===== src/rtl/apb_master_pkg.sv =====
// Shared bus-initiator definitions: APB transfer phases and default abort limit.
package apb_master_pkg;

  typedef enum logic [1:0] {
    IDLE   = 2'd0,
    SETUP  = 2'd1,
    ACCESS = 2'd2
  } apb_state_t;

  localparam int unsigned APB_TIMEOUT_DEFAULT = 16;
  // Wide enough for the largest legal TIMEOUT (255).
  localparam int unsigned APB_WAIT_W = 8;

endpackage


===== src/rtl/apb_master.sv =====
// Single-outstanding APB initiator: request/response handshake on one side,
// APB SETUP/ACCESS sequencing with wait-state timeout on the other.
module apb_master
  import apb_master_pkg::*;
#(
  parameter int unsigned ADDR_WIDTH = 32,
  parameter int unsigned DATA_WIDTH = 32,
  parameter int unsigned TIMEOUT    = APB_TIMEOUT_DEFAULT
) (
  input  logic                    pclk,
  input  logic                    presetn,
  input  logic                    req_valid,
  output logic                    req_ready,
  input  logic                    req_write,
  input  logic [ADDR_WIDTH-1:0]   req_addr,
  input  logic [DATA_WIDTH-1:0]   req_wdata,
  input  logic [DATA_WIDTH/8-1:0] req_stb,
  output logic                    resp_valid,
  output logic [DATA_WIDTH-1:0]   resp_rdata,
  output logic                    resp_err,
  output logic [ADDR_WIDTH-1:0]   paddr,
  output logic [DATA_WIDTH-1:0]   pdata,
  output logic                    pwrite,
  output logic [DATA_WIDTH/8-1:0] pstb,
  output logic                    psel,
  output logic                    penable,
  input  logic [DATA_WIDTH-1:0]   prdata,
  input  logic                    pready,
  input  logic                    perr
);

  localparam logic [APB_WAIT_W-1:0] WAIT_LIMIT = APB_WAIT_W'(TIMEOUT - 1);

  apb_state_t              r_state;
  apb_state_t              w_next;
  logic                    w_accept;
  logic                    w_done;
  logic                    w_abort;
  logic [APB_WAIT_W-1:0]   r_wait;
  logic [ADDR_WIDTH-1:0]   r_paddr;
  logic [DATA_WIDTH-1:0]   r_pdata;
  logic                    r_pwrite;
  logic [DATA_WIDTH/8-1:0] r_pstb;
  logic                    r_resp_valid;
  logic [DATA_WIDTH-1:0]   r_resp_rdata;
  logic                    r_resp_err;

  always_ff @(posedge pclk or negedge presetn) begin
    if (!presetn) r_state <= IDLE;
    else          r_state <= w_next;
  end

  always_comb begin
    w_next   = r_state;
    w_accept = 1'b0;
    w_done   = 1'b0;
    w_abort  = 1'b0;
    case (r_state)
      IDLE: begin
        if (req_valid) begin
          w_accept = 1'b1;
          w_next   = SETUP;
        end
      end
      SETUP: w_next = ACCESS;
      ACCESS: begin
        // A late pready on the limit cycle still wins over the timeout.
        if (pready) begin
          w_done = 1'b1;
          w_next = IDLE;
        end else if (r_wait == WAIT_LIMIT) begin
          w_abort = 1'b1;
          w_next  = IDLE;
        end
      end
      default: w_next = IDLE;
    endcase
  end

  always_ff @(posedge pclk or negedge presetn) begin
    if (!presetn) begin
      r_wait <= '0;
    end else if (w_accept) begin
      r_wait <= '0;
    end else if (r_state == ACCESS && !pready) begin
      r_wait <= r_wait + 1'b1;
    end
  end

  always_ff @(posedge pclk or negedge presetn) begin
    if (!presetn) begin
      r_paddr  <= '0;
      r_pdata  <= '0;
      r_pwrite <= 1'b0;
      r_pstb   <= '0;
    end else if (w_accept) begin
      r_paddr  <= req_addr;
      r_pdata  <= req_wdata;
      r_pwrite <= req_write;
      r_pstb   <= req_stb;
    end
  end

  always_ff @(posedge pclk or negedge presetn) begin
    if (!presetn) begin
      r_resp_valid <= 1'b0;
      r_resp_rdata <= '0;
      r_resp_err   <= 1'b0;
    end else begin
      r_resp_valid <= w_done | w_abort;
      if (w_done) begin
        r_resp_rdata <= r_pwrite ? '0 : prdata;
        r_resp_err   <= perr;
      end else if (w_abort) begin
        r_resp_rdata <= '0;
        r_resp_err   <= 1'b1;
      end
    end
  end

  assign req_ready  = (r_state == IDLE);
  assign psel       = (r_state != IDLE);
  assign penable    = (r_state == ACCESS);
  assign paddr      = r_paddr;
  assign pdata      = r_pdata;
  assign pwrite     = r_pwrite;
  assign pstb       = r_pstb;
  assign resp_valid = r_resp_valid;
  assign resp_rdata = r_resp_rdata;
  assign resp_err   = r_resp_err;

endmodule


===== config.mk =====
export PLATFORM = sky130hd
export DESIGN_NAME = apb_master
export DESIGN_NICKNAME = d
export VERILOG_FILES = /design/src/rtl/apb_master_pkg.sv /design/src/rtl/apb_master.sv
export SDC_FILE = /design/constraint.sdc
export NUM_CORES = 1
export LEC_CHECK = 0
export BUFFER_PORTS_ARGS = -buffer_cell sky130_fd_sc_hd__buf_2
export CORE_MARGIN = 2
export CORE_UTILIZATION = 40
export CTS_CLUSTER_DIAMETER = 30
export DETAILED_ROUTE_END_ITERATION = 7
export HOLD_SLACK_MARGIN = 0.12
export PLACE_DENSITY_LB_ADDON = 0.15
export SLEW_MARGIN = 10
export SYNTH_ARGS = -nofsm -noshare
export SYNTH_HDL_FRONTEND = slang
export SYNTH_SLANG_ARGS = --single-unit

===== constraint.sdc =====
create_clock -name pclk -period 3.2 [get_ports pclk]
set_clock_uncertainty 0.2 [all_clocks]
set_input_delay 0.96 -clock pclk [delete_from_list [all_inputs] [get_ports pclk]]
set_output_delay 0.96 -clock pclk [all_outputs]
set_load 0.005 [all_outputs]

# After elaboration in Yosys (flattened, before gate mapping)
# Index checks and enable logic that the tools add are counted.
# word_totals
reg_bits	113
in_bits	106
output_inout_bits	106
word_cells	41
# classes
add_sub_neg	1
n_eq_ne	5
mux	18
bitwise	1
n_reduce_logical	7
# op_table
cell	count
2-to-1 mux 32 bit	3
2-to-1 mux 8 bit	2
2-to-1 mux 1 bit	9
adder 8 x 1 -> 8 bit, second input constant	1
equality test 8 x 4 -> 1 bit, second input constant	1
2-to-1 mux 2 bit	3
one-hot mux 2 bit (3 select lines)	1
nonzero test 2 bit	3
!= test 3 x 1 -> 1 bit, second input constant	1
equality test 2 x 1 -> 1 bit, second input constant	1
equality test 2 bit, second input constant	1
logical NOT 2 bit	1
!= test 2 bit, second input constant	1
AND reduction 2 bit	1
logical AND 1 bit	1
logical NOT 1 bit	1
OR 1 bit	1

# Depth between registers and ports, before layout
# logic_depth
depth_word	6
mapped_depth	5
ltp_nobuf	4

# Worst setup path after synthesis
# Ideal clock, no wire load.
# synth_timing
kind	in2reg
from	in pready
to	reg r_wait[5]
setup_ps	78
arrival_ps	2064
setup_slack_ps	858
cell_stages	4
n_path_buf	1
path_cell_list	or3b_1 > buf_2 > or4_1 > a21oi_1
# synth_via
elab_chain_len	3
# synth_lines
element	line	text
start: declaration	apb_master.sv:28	input logic pready,
logical NOT 1 bit	apb_master.sv:85	end else if (r_state == ACCESS && !pready) begin
logical AND 1 bit	apb_master.sv:85	
nonzero test 2 bit (no source line)	-	
end signal: assignment	apb_master.sv:86	r_wait <= r_wait + 1'b1;
end: declaration	apb_master.sv:39	logic [APB_WAIT_W-1:0] r_wait;
# No other way between the ends.
# A chain may end at the register's enable or synchronous reset.

# Final worst setup path
# layout_timing
from	in pready
to	reg r_resp_rdata[17], in the netlist resp_rdata[17]
# layout_via
elab_chain_len	3
# layout_lines
element	line	text
2-to-1 mux 1 bit	apb_master.sv:68	if (pready) begin
2-to-1 mux 1 bit	apb_master.sv:58	case (r_state)
2-to-1 mux 32 bit or nonzero test 2 bit (tied branches)	-	
end signal: assignment	apb_master.sv:112	r_resp_rdata <= r_pwrite ? '0 : prdata;
end: declaration	apb_master.sv:45	logic [DATA_WIDTH-1:0] r_resp_rdata;
# Parallel ways exist; a longest one is shown, timed or not.

==> results.ini <==
[sta]
tns_ns=0
tightest_slew_ns=0.549
setup_viol=0
drv_slew=0
period_share=0.736
fin_crit_ns=2.36
timing.final.hold_violations=0
max_freq_mhz=424
relSlewSlack=0.634
rsz0062_at_grt=false

[cts]
cts_resized=0
cts_tree=yes
clkLatencyLatePin_ns=0.39
cts_made_buffers=17
cts_max_path_buffers=2
clk_pin_slew_worst_paths_ns=0.05
htree_levels=4
cts-root-buf=clkbuf_16
ctsHoldBuffers=0
clock-sinks=113
cts_setup_buffers=0

[synthesis]
synthesis.nets=454
synth-seq-cells=113
yosysTopAreaCell=dfrtp_1
synth.top_cells.by_area=dfrtp_1 (63%), mux2_2 (17%), o32ai_1 (6.2%)
syn_avg_cell_area_um2=13.0
ys.flop_type=dfrtp_1
syn_inst=347
synth_warnings=0
yosysMostFrequentCell=dfrtp_1
synth_common_cells=dfrtp_1 (113), mux2_2 (69), inv_1 (36), nand2_1 (35), o32ai_1 (32)
synth_area_um2=4520
synth_edf_count=0
synth_async_sr_flop_share=1.00
synth_top_area_frac=0.625
netlist-cell-type-count=31
synth-seq-area-share=0.625

[detailed_routing]
routedWlPerCell_um=14.7
drt-total-wl_um=10500
avgViaCountPerCell=4.87
drc_errors=0
drt_first_pass_iters=4
drtIter0Drc=139
ant_nets=0
vias=3474

[power_and_ir_drop]
swShare=0.290
p_clk_frac=0.304
power_leakage_nw=3.25
ir_worst_vdd_v=0.000550
p_total_mw=6.38
seq_power_share=0.383
power.switching_mw=1.85
p_int_mw=4.53
p_comb_frac=0.313
power.density_nw_per_um2=1000

[setup_path]
critPathMaxFanout=33
path_buf_inv=2
critPathMaxStageDelay_ns=0.59
path_cells=buf_2 > or3b_1 > nor3_4 > buf_4 > o32ai_1
slowest_stage=or3b_1
criticalPathCategory=in -> reg
setup.worst_path.end_class=register
cp-start-kind=primary input
arrival_ns=2.41
critPathTopFamily=simple AND/OR/NAND/NOR gates
cp_data_required_time_ns=3.25

[place]
dpl_cell_area_um2=5740
globalplace.congestion=0.742
port_buffers=211
hpwlAfterDp_um=7510

[floorplan]
coreArea_um2=10900
num_rows=38
die_area_um2=12200
io_pins=212
die_width_um=110
die_h_um=110
start_util=0.414

[grt]
first_global_vias=3559
grt_usage=0.178
antenna_found_initial=0
grt_pass1_wl_um=16300
grt_max_degree=65
grt-ovfl-total=0

[run]
drv_cap=0

[finish]
final_area_um2=6370
insertedDiodeCount=0
fin_util=0.582
area_delta_synth_final_pct=40.8
nets=668
drive_gt1_frac=0.559

[hold_path]
min_path_type=reg -> reg

[status]
status=finished, final reports clean

## area by class of cell
type                            count  area, µm²
Fill cell                         929       4570
Sequential cell                   113       2830
Multi-Input combinational cell    174       1450
Timing Repair Buffer              219       1160
Clock buffer                       23        498
Tap cell                          140        175
Inverter                           36        135
Clock inverter                      9        128
## power by group through the flow
| stage | Combinational, mW | Sequential, mW | Clock, mW |
|---|---|---|---|
| after global routing | 2.24 | 2.53 | 2.06 |
| after CTS | 2.05 | 2.45 | 1.98 |
| after floorplan | 0.975 | 2.50 | 0 |
| after detailed placement | 2.04 | 2.45 | 0 |
| final | 2.00 | 2.44 | 1.94 |
| after global placement | 2.00 | 2.42 | 0 |
## state kept, by name (all words and copies together), names as in the netlist
| signal | count |
|---|---|
| resp_valid | 1 |
| pdata | 32 |
| r_state | 2 |
| r_wait | 8 |
| paddr | 32 |
| pwrite | 1 |
| resp_rdata | 32 |
| resp_err | 1 |
| pstb | 4 |
## per-layer routing
layer	vias up	global-route usage	wire, µm	share of wire
met1	1646	0.199	4130	0.39
met4	0	0.0875	264	0.025
li1	1647	-	-	-
met5	-	0	0	0
met2	158	0.287	5010	0.48
met3	23	0.0800	1130	0.11
## path summary, 6_finish.rpt
kind	from	to	slack, ns	cells after the start
max in group asynchronous	presetn	paddr[13]	1.77	2
min reg2reg	pdata[26]	pdata[26]	0.30	1
min	pdata[26]	pdata[26]	0.30	1
max reg2reg	r_state[0]	resp_rdata[17]	1.06	4
max	pready	resp_rdata[17]	0.84	5
min in group asynchronous	presetn	resp_rdata[16]	0.34	1
## worst register-to-register path, stage by stage (launching register included)
cell and delay, ns:
dfrtp_1 0.42, or3b_1 0.64, nor3_4 0.23, buf_4 0.34, o32ai_1 0.18
## cell usage in the layout, fill, tap and decap left out, types with 2 or more instances in the layout
cell type,count
o32ai_1,32
buf_2,210
o21ai_0,3
o31ai_1,2
nand2b_1,2
nand2_1,35
inv_1,36
clkbuf_16,17
clkinvlp_4,3
a21oi_1,4
buf_4,6
bufinv_16,3
nand3_1,3
clkbuf_8,5
clkinv_2,3
mux2i_1,2
dfrtp_1,113
mux2_2,69
buf_12,3
nor2_1,4
or3_1,3
or4_1,2
## cell families (layout without fill, tap and decap cells)
logic type / count (synthesis) / after routing / synth area share
flops: 113 / 113 / 0.625
mux: 71 / 71 / 0.176
buf+inv: 60 / 287 / 0.0550
simple gates: 56 / 56 / 0.0589
compound gates: 45 / 45 / 0.0802
fa+ha+maj: 1 / 1 / 0.00277
xor+xnor: 1 / 1 / 0.00194
## per-stage QoR
step	setup WS [ns]	hold slack, ns	instances
final	0.844	0.297	714
after global routing	0.760	0.307	714
after CTS	0.865	0.299	714
after detailed placement	0.450	0.287	682
after global placement	0.476	0.282	682
after floorplan	0.858	0.264	347
Note: power is estimated with default switching activity, not from simulation.
